==> config.mk <==
export PLATFORM = sky130hd
export DESIGN_NAME = ccff_loader
export DESIGN_NICKNAME = d
export VERILOG_FILES = /design/src/rtl/ccff_pkg.sv /design/src/rtl/ccff_readback_cap.sv /design/src/rtl/ccff_loader.sv
export SDC_FILE = /design/constraint.sdc
export NUM_CORES = 1
export LEC_CHECK = 0
export ABC_AREA = 1
export BUFFER_PORTS_ARGS = -buffer_cell sky130_fd_sc_hd__buf_2
export CAP_MARGIN = 20
export CORE_MARGIN = 4
export CORE_UTILIZATION = 50
export CTS_CLUSTER_SIZE = 30
export DETAILED_ROUTE_END_ITERATION = 10
export PLACE_DENSITY = 0.83
export SKIP_CTS_REPAIR_TIMING = 1
export SLEW_MARGIN = 15
export SYNTH_ARGS = -nofsm -noshare
export SYNTH_HDL_FRONTEND = slang
export SYNTH_HIERARCHICAL = 1
export SYNTH_SLANG_ARGS = --single-unit
==> constraint.sdc <==
create_clock -name prog_clk -period 2.9 [get_ports prog_clk]
set_input_delay 0 -clock prog_clk [delete_from_list [all_inputs] [get_ports prog_clk]]
set_output_delay 0 -clock prog_clk [all_outputs]
set_load 0.02 [all_outputs]
==> src/rtl/ccff_pkg.sv <==
// Shared types for the configuration-chain loader: FSM state, debug view,
// and the bitstream word width also used by the bitstream DMA.
package ccff_pkg;

    localparam int unsigned CCFF_WORD_W_DEFAULT = 32;

    typedef enum logic [1:0] {
        IDLE   = 2'd0,
        FETCH  = 2'd1,
        SHIFT  = 2'd2,
        FINISH = 2'd3
    } ccff_state_t;

    typedef struct packed {
        ccff_state_t state;
        logic        tail;
    } ccff_dbg_t;

    // Index width that stays at least one bit wide for degenerate sizes.
    function automatic int unsigned ccff_idx_w(input int unsigned n);
        return (n > 1) ? $clog2(n) : 1;
    endfunction

endpackage

==> src/rtl/ccff_readback_cap.sv <==
// Tail deserialiser: packs bits leaving the chain MSB-first into words and
// emits a left-aligned, zero-padded partial word when flushed.
module ccff_readback_cap
    import ccff_pkg::*;
#(
    parameter int unsigned WORD_W = CCFF_WORD_W_DEFAULT
) (
    input  logic              clk,
    input  logic              rst_n,
    input  logic              sample_en,
    input  logic              sample_bit,
    input  logic              flush,
    output logic              rb_valid,
    output logic [WORD_W-1:0] rb_data
);

    localparam int unsigned CNT_W = $clog2(WORD_W + 1);

    logic [WORD_W-1:0] cap_q;
    logic [WORD_W-1:0] cap_nxt;
    logic [WORD_W-1:0] aligned;
    logic [CNT_W-1:0]  cnt_q;
    logic [CNT_W-1:0]  cnt_nxt;
    logic [CNT_W-1:0]  pad;
    logic              emit;

    always_comb begin
        cap_nxt = (cap_q << 1) | WORD_W'(sample_bit);
        cnt_nxt = cnt_q + 1'b1;
        pad     = CNT_W'(WORD_W) - cnt_nxt;
        aligned = cap_nxt << pad;
        emit    = sample_en & ((cnt_nxt == CNT_W'(WORD_W)) | flush);
    end

    // Collector is cleared on every emit so a partial word never carries stale bits.
    always_ff @(posedge clk or negedge rst_n) begin
        if (!rst_n) begin
            cap_q    <= '0;
            cnt_q    <= '0;
            rb_valid <= 1'b0;
            rb_data  <= '0;
        end else begin
            rb_valid <= emit;
            if (emit) begin
                rb_data <= aligned;
                cap_q   <= '0;
                cnt_q   <= '0;
            end else if (sample_en) begin
                cap_q <= cap_nxt;
                cnt_q <= cnt_nxt;
            end
        end
    end

endmodule

==> src/rtl/ccff_loader.sv <==
// Serialises bitstream words MSB-first into the configuration chain head.
// Define CCFF_LOADER_READBACK_EN to add tail capture (rb_valid/rb_data).
module ccff_loader
    import ccff_pkg::*;
#(
    parameter int unsigned WORD_W    = CCFF_WORD_W_DEFAULT,
    parameter int unsigned CHAIN_LEN = 1024
) (
    input  logic              prog_clk,
    input  logic              prog_reset_n,
    input  logic              start,
    output logic              busy,
    output logic              done,
    input  logic              s_valid,
    output logic              s_ready,
    input  logic [WORD_W-1:0] s_data,
    output logic              ccff_head,
    output logic              ccff_shift_en,
    input  logic              ccff_tail,
`ifdef CCFF_LOADER_READBACK_EN
    output logic              rb_valid,
    output logic [WORD_W-1:0] rb_data,
`endif
    output ccff_dbg_t         dbg
);

    // Stream handshake: a word moves on a prog_clk edge where s_valid and
    // s_ready are both high; s_ready depends only on state, never on s_valid.

    localparam int unsigned CNT_W = $clog2(CHAIN_LEN + 1);
    localparam int unsigned IDX_W = ccff_idx_w(WORD_W);
    localparam logic [CNT_W-1:0] LAST_BIT = CNT_W'(CHAIN_LEN - 1);
    localparam logic [IDX_W-1:0] LAST_IDX = IDX_W'(WORD_W - 1);

    ccff_state_t       state_q;
    ccff_state_t       state_nxt;
    logic [CNT_W-1:0]  bit_cnt_q;
    logic [IDX_W-1:0]  bit_idx_q;
    logic [WORD_W-1:0] sreg_q;
    logic              in_shift;
    logic              last_word_bit;
    logic              last_chain_bit;
    logic              accept;

    always_ff @(posedge prog_clk or negedge prog_reset_n) begin
        if (!prog_reset_n) begin
            state_q <= IDLE;
        end else begin
            state_q <= state_nxt;
        end
    end

    always_comb begin
        state_nxt      = state_q;
        in_shift       = (state_q == SHIFT);
        last_word_bit  = (bit_idx_q == LAST_IDX);
        last_chain_bit = (bit_cnt_q == LAST_BIT);
        busy           = (state_q != IDLE);
        done           = (state_q == FINISH);
        ccff_shift_en  = in_shift;
        ccff_head      = in_shift & sreg_q[WORD_W-1];
        // Refill is offered on a word's last bit only if chain bits remain.
        s_ready        = (state_q == FETCH) | (in_shift & last_word_bit & ~last_chain_bit);
        accept         = s_valid & s_ready;
        case (state_q)
            IDLE:   if (start) state_nxt = FETCH;
            FETCH:  if (s_valid) state_nxt = SHIFT;
            SHIFT: begin
                if (last_chain_bit) begin
                    state_nxt = FINISH;
                end else if (last_word_bit) begin
                    state_nxt = s_valid ? SHIFT : FETCH;
                end
            end
            FINISH: state_nxt = IDLE;
            default: state_nxt = IDLE;
        endcase
    end

    // Bit counter only advances in SHIFT, so it stops at CHAIN_LEN and never wraps.
    always_ff @(posedge prog_clk or negedge prog_reset_n) begin
        if (!prog_reset_n) begin
            bit_cnt_q <= '0;
            bit_idx_q <= '0;
            sreg_q    <= '0;
        end else begin
            if ((state_q == IDLE) && start) begin
                bit_cnt_q <= '0;
                bit_idx_q <= '0;
            end
            if (in_shift) begin
                bit_cnt_q <= bit_cnt_q + 1'b1;
            end
            if (accept) begin
                sreg_q    <= s_data;
                bit_idx_q <= '0;
            end else if (in_shift) begin
                sreg_q    <= sreg_q << 1;
                bit_idx_q <= bit_idx_q + 1'b1;
            end
        end
    end

    assign dbg = {state_q, ccff_tail};

`ifdef CCFF_LOADER_READBACK_EN
    ccff_readback_cap #(
        .WORD_W (WORD_W)
    ) u_readback_cap (
        .clk        (prog_clk),
        .rst_n      (prog_reset_n),
        .sample_en  (ccff_shift_en),
        .sample_bit (ccff_tail),
        .flush      (ccff_shift_en & last_chain_bit),
        .rb_valid   (rb_valid),
        .rb_data    (rb_data)
    );
`endif

endmodule

==> out/qor.yml <==
run_status:
  status: "finished, violations left"
  violations: "hold timing"
setup_path:
  criticalPathCategory: "register to register"
  r2r_cells: 12
  worstSetupEndpointType: "register"
  startpoint_type: "register"
  r2r_slack_ps: 480
  required_ps: 3150
  r2r-start: "bit_idx_q[0]$_DFFE_PN0P_"
  worstPathMaxFanout: 68
  crit_arrival_ps: 2670
  r2r_end: "sreg_q[0]$_DFFE_PN0P_"
route:
  drc_errors: 0
  antenna_left: 0
  wl_mm: 5.773
  drtIter0Drc: 220
  routed_via_density: 4.965
  firstDrtPassIters: 4
  num_vias: 2542
  wl_per_cell_um: 11.28
timing:
  final.setup.tns_ps: 0
  slew_headroom_pct: 52.90
  drv_slew: 0
  skew_ps: 8.891
  finalSetupViolCount: 0
  grt_setup_unrepaired: "no"
  fin_crit_sh_pct: 83.46
  fmax_mhz: 413.2
  whs_ps: -23.84
  hold_viol: 20
  fin_crit_ps: 2420
  tightest_slew_ps: 706.4
global_routing:
  grt_max_degree: 69
  grt_antenna_before_repair: 0
  grt_pass1_vias: 2297
  grt_usage_pct: 16.89
  grt_pass1_wl_mm: 9.963
  grt_overflow: 0
layout:
  final_nets: 479
  finalCoreUtilization_pct: 59.15
  syn_to_final_growth_pct: 13.33
  num_antenna_cells: 0
  drive_gt1_share_pct: 17.05
  fin_area_um2: 3297
  fillers: 539
placement:
  detailed_place.area_um2: 3094
  hpwl_mm: 3.727
  place.gp.congestion: 0.7792
  portBuffers: 42
power_and_ir_drop:
  pwr_density_cell_nw_per_um2: 924.6
  power_frac_clock_pct: 16.5
  seqPwrFrac_pct: 39.0
  netSwitchingFraction_pct: 43.26
  p_leak_nw: 1.883
  internal_power_w: 0.001730
  switchingPower_w: 0.001319
  pwr-share-comb_pct: 44.5
  irDropWorstVdd_v: 0.0006110
  total_power_w: 0.003048
logic_synthesis:
  synth_edf_count: 0
  synth_nets: 442
  ys_warn_count: 6
  syn_inst: 402
  ys_seq_area_share_pct: 43.01
  synth.ff_latch_count: 50
  async_reset_ff_share_pct: 100.0
  synth_ff_type: "dfrtp_1"
  syn_area_um2: 2909
  syn_avg_cell_area_um2: 7.236
  ys_types: 33
clock_network:
  cts_tree: "done"
  path_clk_slew_ps: 90
  clock_path_buffers: 2
  root_buffer: "clkbuf_8"
  cts_buffers: 5
  clock_latency_ps: 310
  htreeDepth: 2
  cts.sinks: 50
floorplanning:
  dieWidth_um: 84.28
  fp-row-count: 27
  die_area_um2: 7102
  io_pins: 45
  core_area_um2: 5574
  start_util_pct: 52.19
  fp.dieH_um: 84.28
worst_hold_path:
  hp-class: "input port to register"
  holdPathStages: 5
  hold_start: "s_data[23]"
  hold_end: "sreg_q[23]$_DFFE_PN0P_"
flow_run:
  maxCapViolations: 0
-- cells by family after synthesis --
family                   synth area share [%]
AO/OA/AOI/OAI                           4.817
buffers and inverters                   11.74
flip-flops                              43.01
XOR/XNOR                               0.3011
adder cells (fa/ha/maj)                 1.290
AND/OR/NAND/NOR                         38.84
-- synthesized netlist by cell type (2+ instances only) --
library cell,number,area [um^2]
nand2_2,2,12.51
nor2_1,11,41.29
buf_1,4,15.01
ha_1,3,37.54
nand2_1,144,540.5
clkbuf_1,5,18.77
nor2_2,3,18.77
nor3_1,3,15.01
o22ai_1,2,12.51
a21oi_1,5,25.02
nand3_1,65,325.3
o21ai_0,13,65.06
nand3_2,10,100.1
inv_2,3,11.26
inv_1,50,187.7
nand4_1,2,12.51
buf_2,11,55.05
dfrtp_1,50,1251
nand2_4,2,22.52
-- cell usage in the layout, fill, tap and decap left out, drive strengths merged, types with 5 or more instances in the layout --
cell,n
inv,54
nand3,76
nand2,148
dlygate4sd3,9
buf,45
clkbuf,5
a21oi,5
dfrtp,50
o21ai,13
nor2,15
-- power by group through the flow --
stage	sequential [W]	clock [W]	combinational [W]
floorplan	0.00117	0	0.00111
global placement	0.00118	0	0.00132
detailed placement	0.00120	0	0.00136
CTS	0.00119	0.000519	0.00136
global route	0.00123	0.000549	0.00158
finish	0.00119	0.000504	0.00136
-- per-stage QoR --
step / std cells / setup WS [ps]
finish: 512 / 479.6
global placement: 495 / 599.2
detailed placement: 495 / 485.9
floorplan: 402 / 1236
global route: 512 / 212.5
CTS: 503 / 469.8
-- cell type report --
type | instances | area [um^2] | share of cell area, %
well taps | 72 | 90.09 | 2.732
clock inverters | 3 | 43.79 | 1.328
repair buffers | 54 | 322.8 | 9.791
inverters | 53 | 198.9 | 6.034
flip-flops and latches | 50 | 1251 | 37.95
clock buffers | 5 | 68.82 | 2.087
multi-input cells | 275 | 1321 | 40.08
-- critical path, stage by stage (launching register included) --
cell	delay [ps]
dfrtp_1	410
ha_1	200
nand2_1	70
nor2_1	120
ha_1	150
inv_1	50
nor2_1	130
nand2_2	80
nand2_4	270
nand2_4	460
inv_1	270
nand2_1	70
nand2_1	60
-- routing by layer --
layer / share of wire [%] / vias up / global-route usage (%)
met5: 0 / - / 0
met4: 1.6 / 0 / 6.871
met3: 4.9 / 8 / 3.238
met2: 47 / 53 / 28.69
met1: 46 / 1153 / 21.07
li1: - / 1328 / -
-- sequential cells by signal (all words and copies together) (netlist names) --
| name | flops |
|---|---|
| state_q | 2 |
| bit_idx_q | 5 |
| sreg_q | 32 |
| bit_cnt_q | 11 |
-- how the worst max path moves through the flow --
stage / cells past startpoint / start / endpoint / slack (ps)
2_1_floorplan: 12 / bit_idx_q[0]$_DFFE_PN0P_ / sreg_q[1]$_DFFE_PN0P_ / 1240
3_3_place_gp: 12 / bit_idx_q[0]$_DFFE_PN0P_ / sreg_q[0]$_DFFE_PN0P_ / 600
3_5_place_dp: 11 / bit_idx_q[0]$_DFFE_PN0P_ / bit_idx_q[0]$_DFFE_PN0P_ / 490
4_1_cts: 12 / bit_idx_q[0]$_DFFE_PN0P_ / sreg_q[0]$_DFFE_PN0P_ / 470
5_1_grt: 12 / bit_idx_q[0]$_DFFE_PN0P_ / sreg_q[0]$_DFFE_PN0P_ / 210
6_report: 12 / bit_idx_q[0]$_DFFE_PN0P_ / sreg_q[0]$_DFFE_PN0P_ / 480
(Power assumes the default switching activity.)
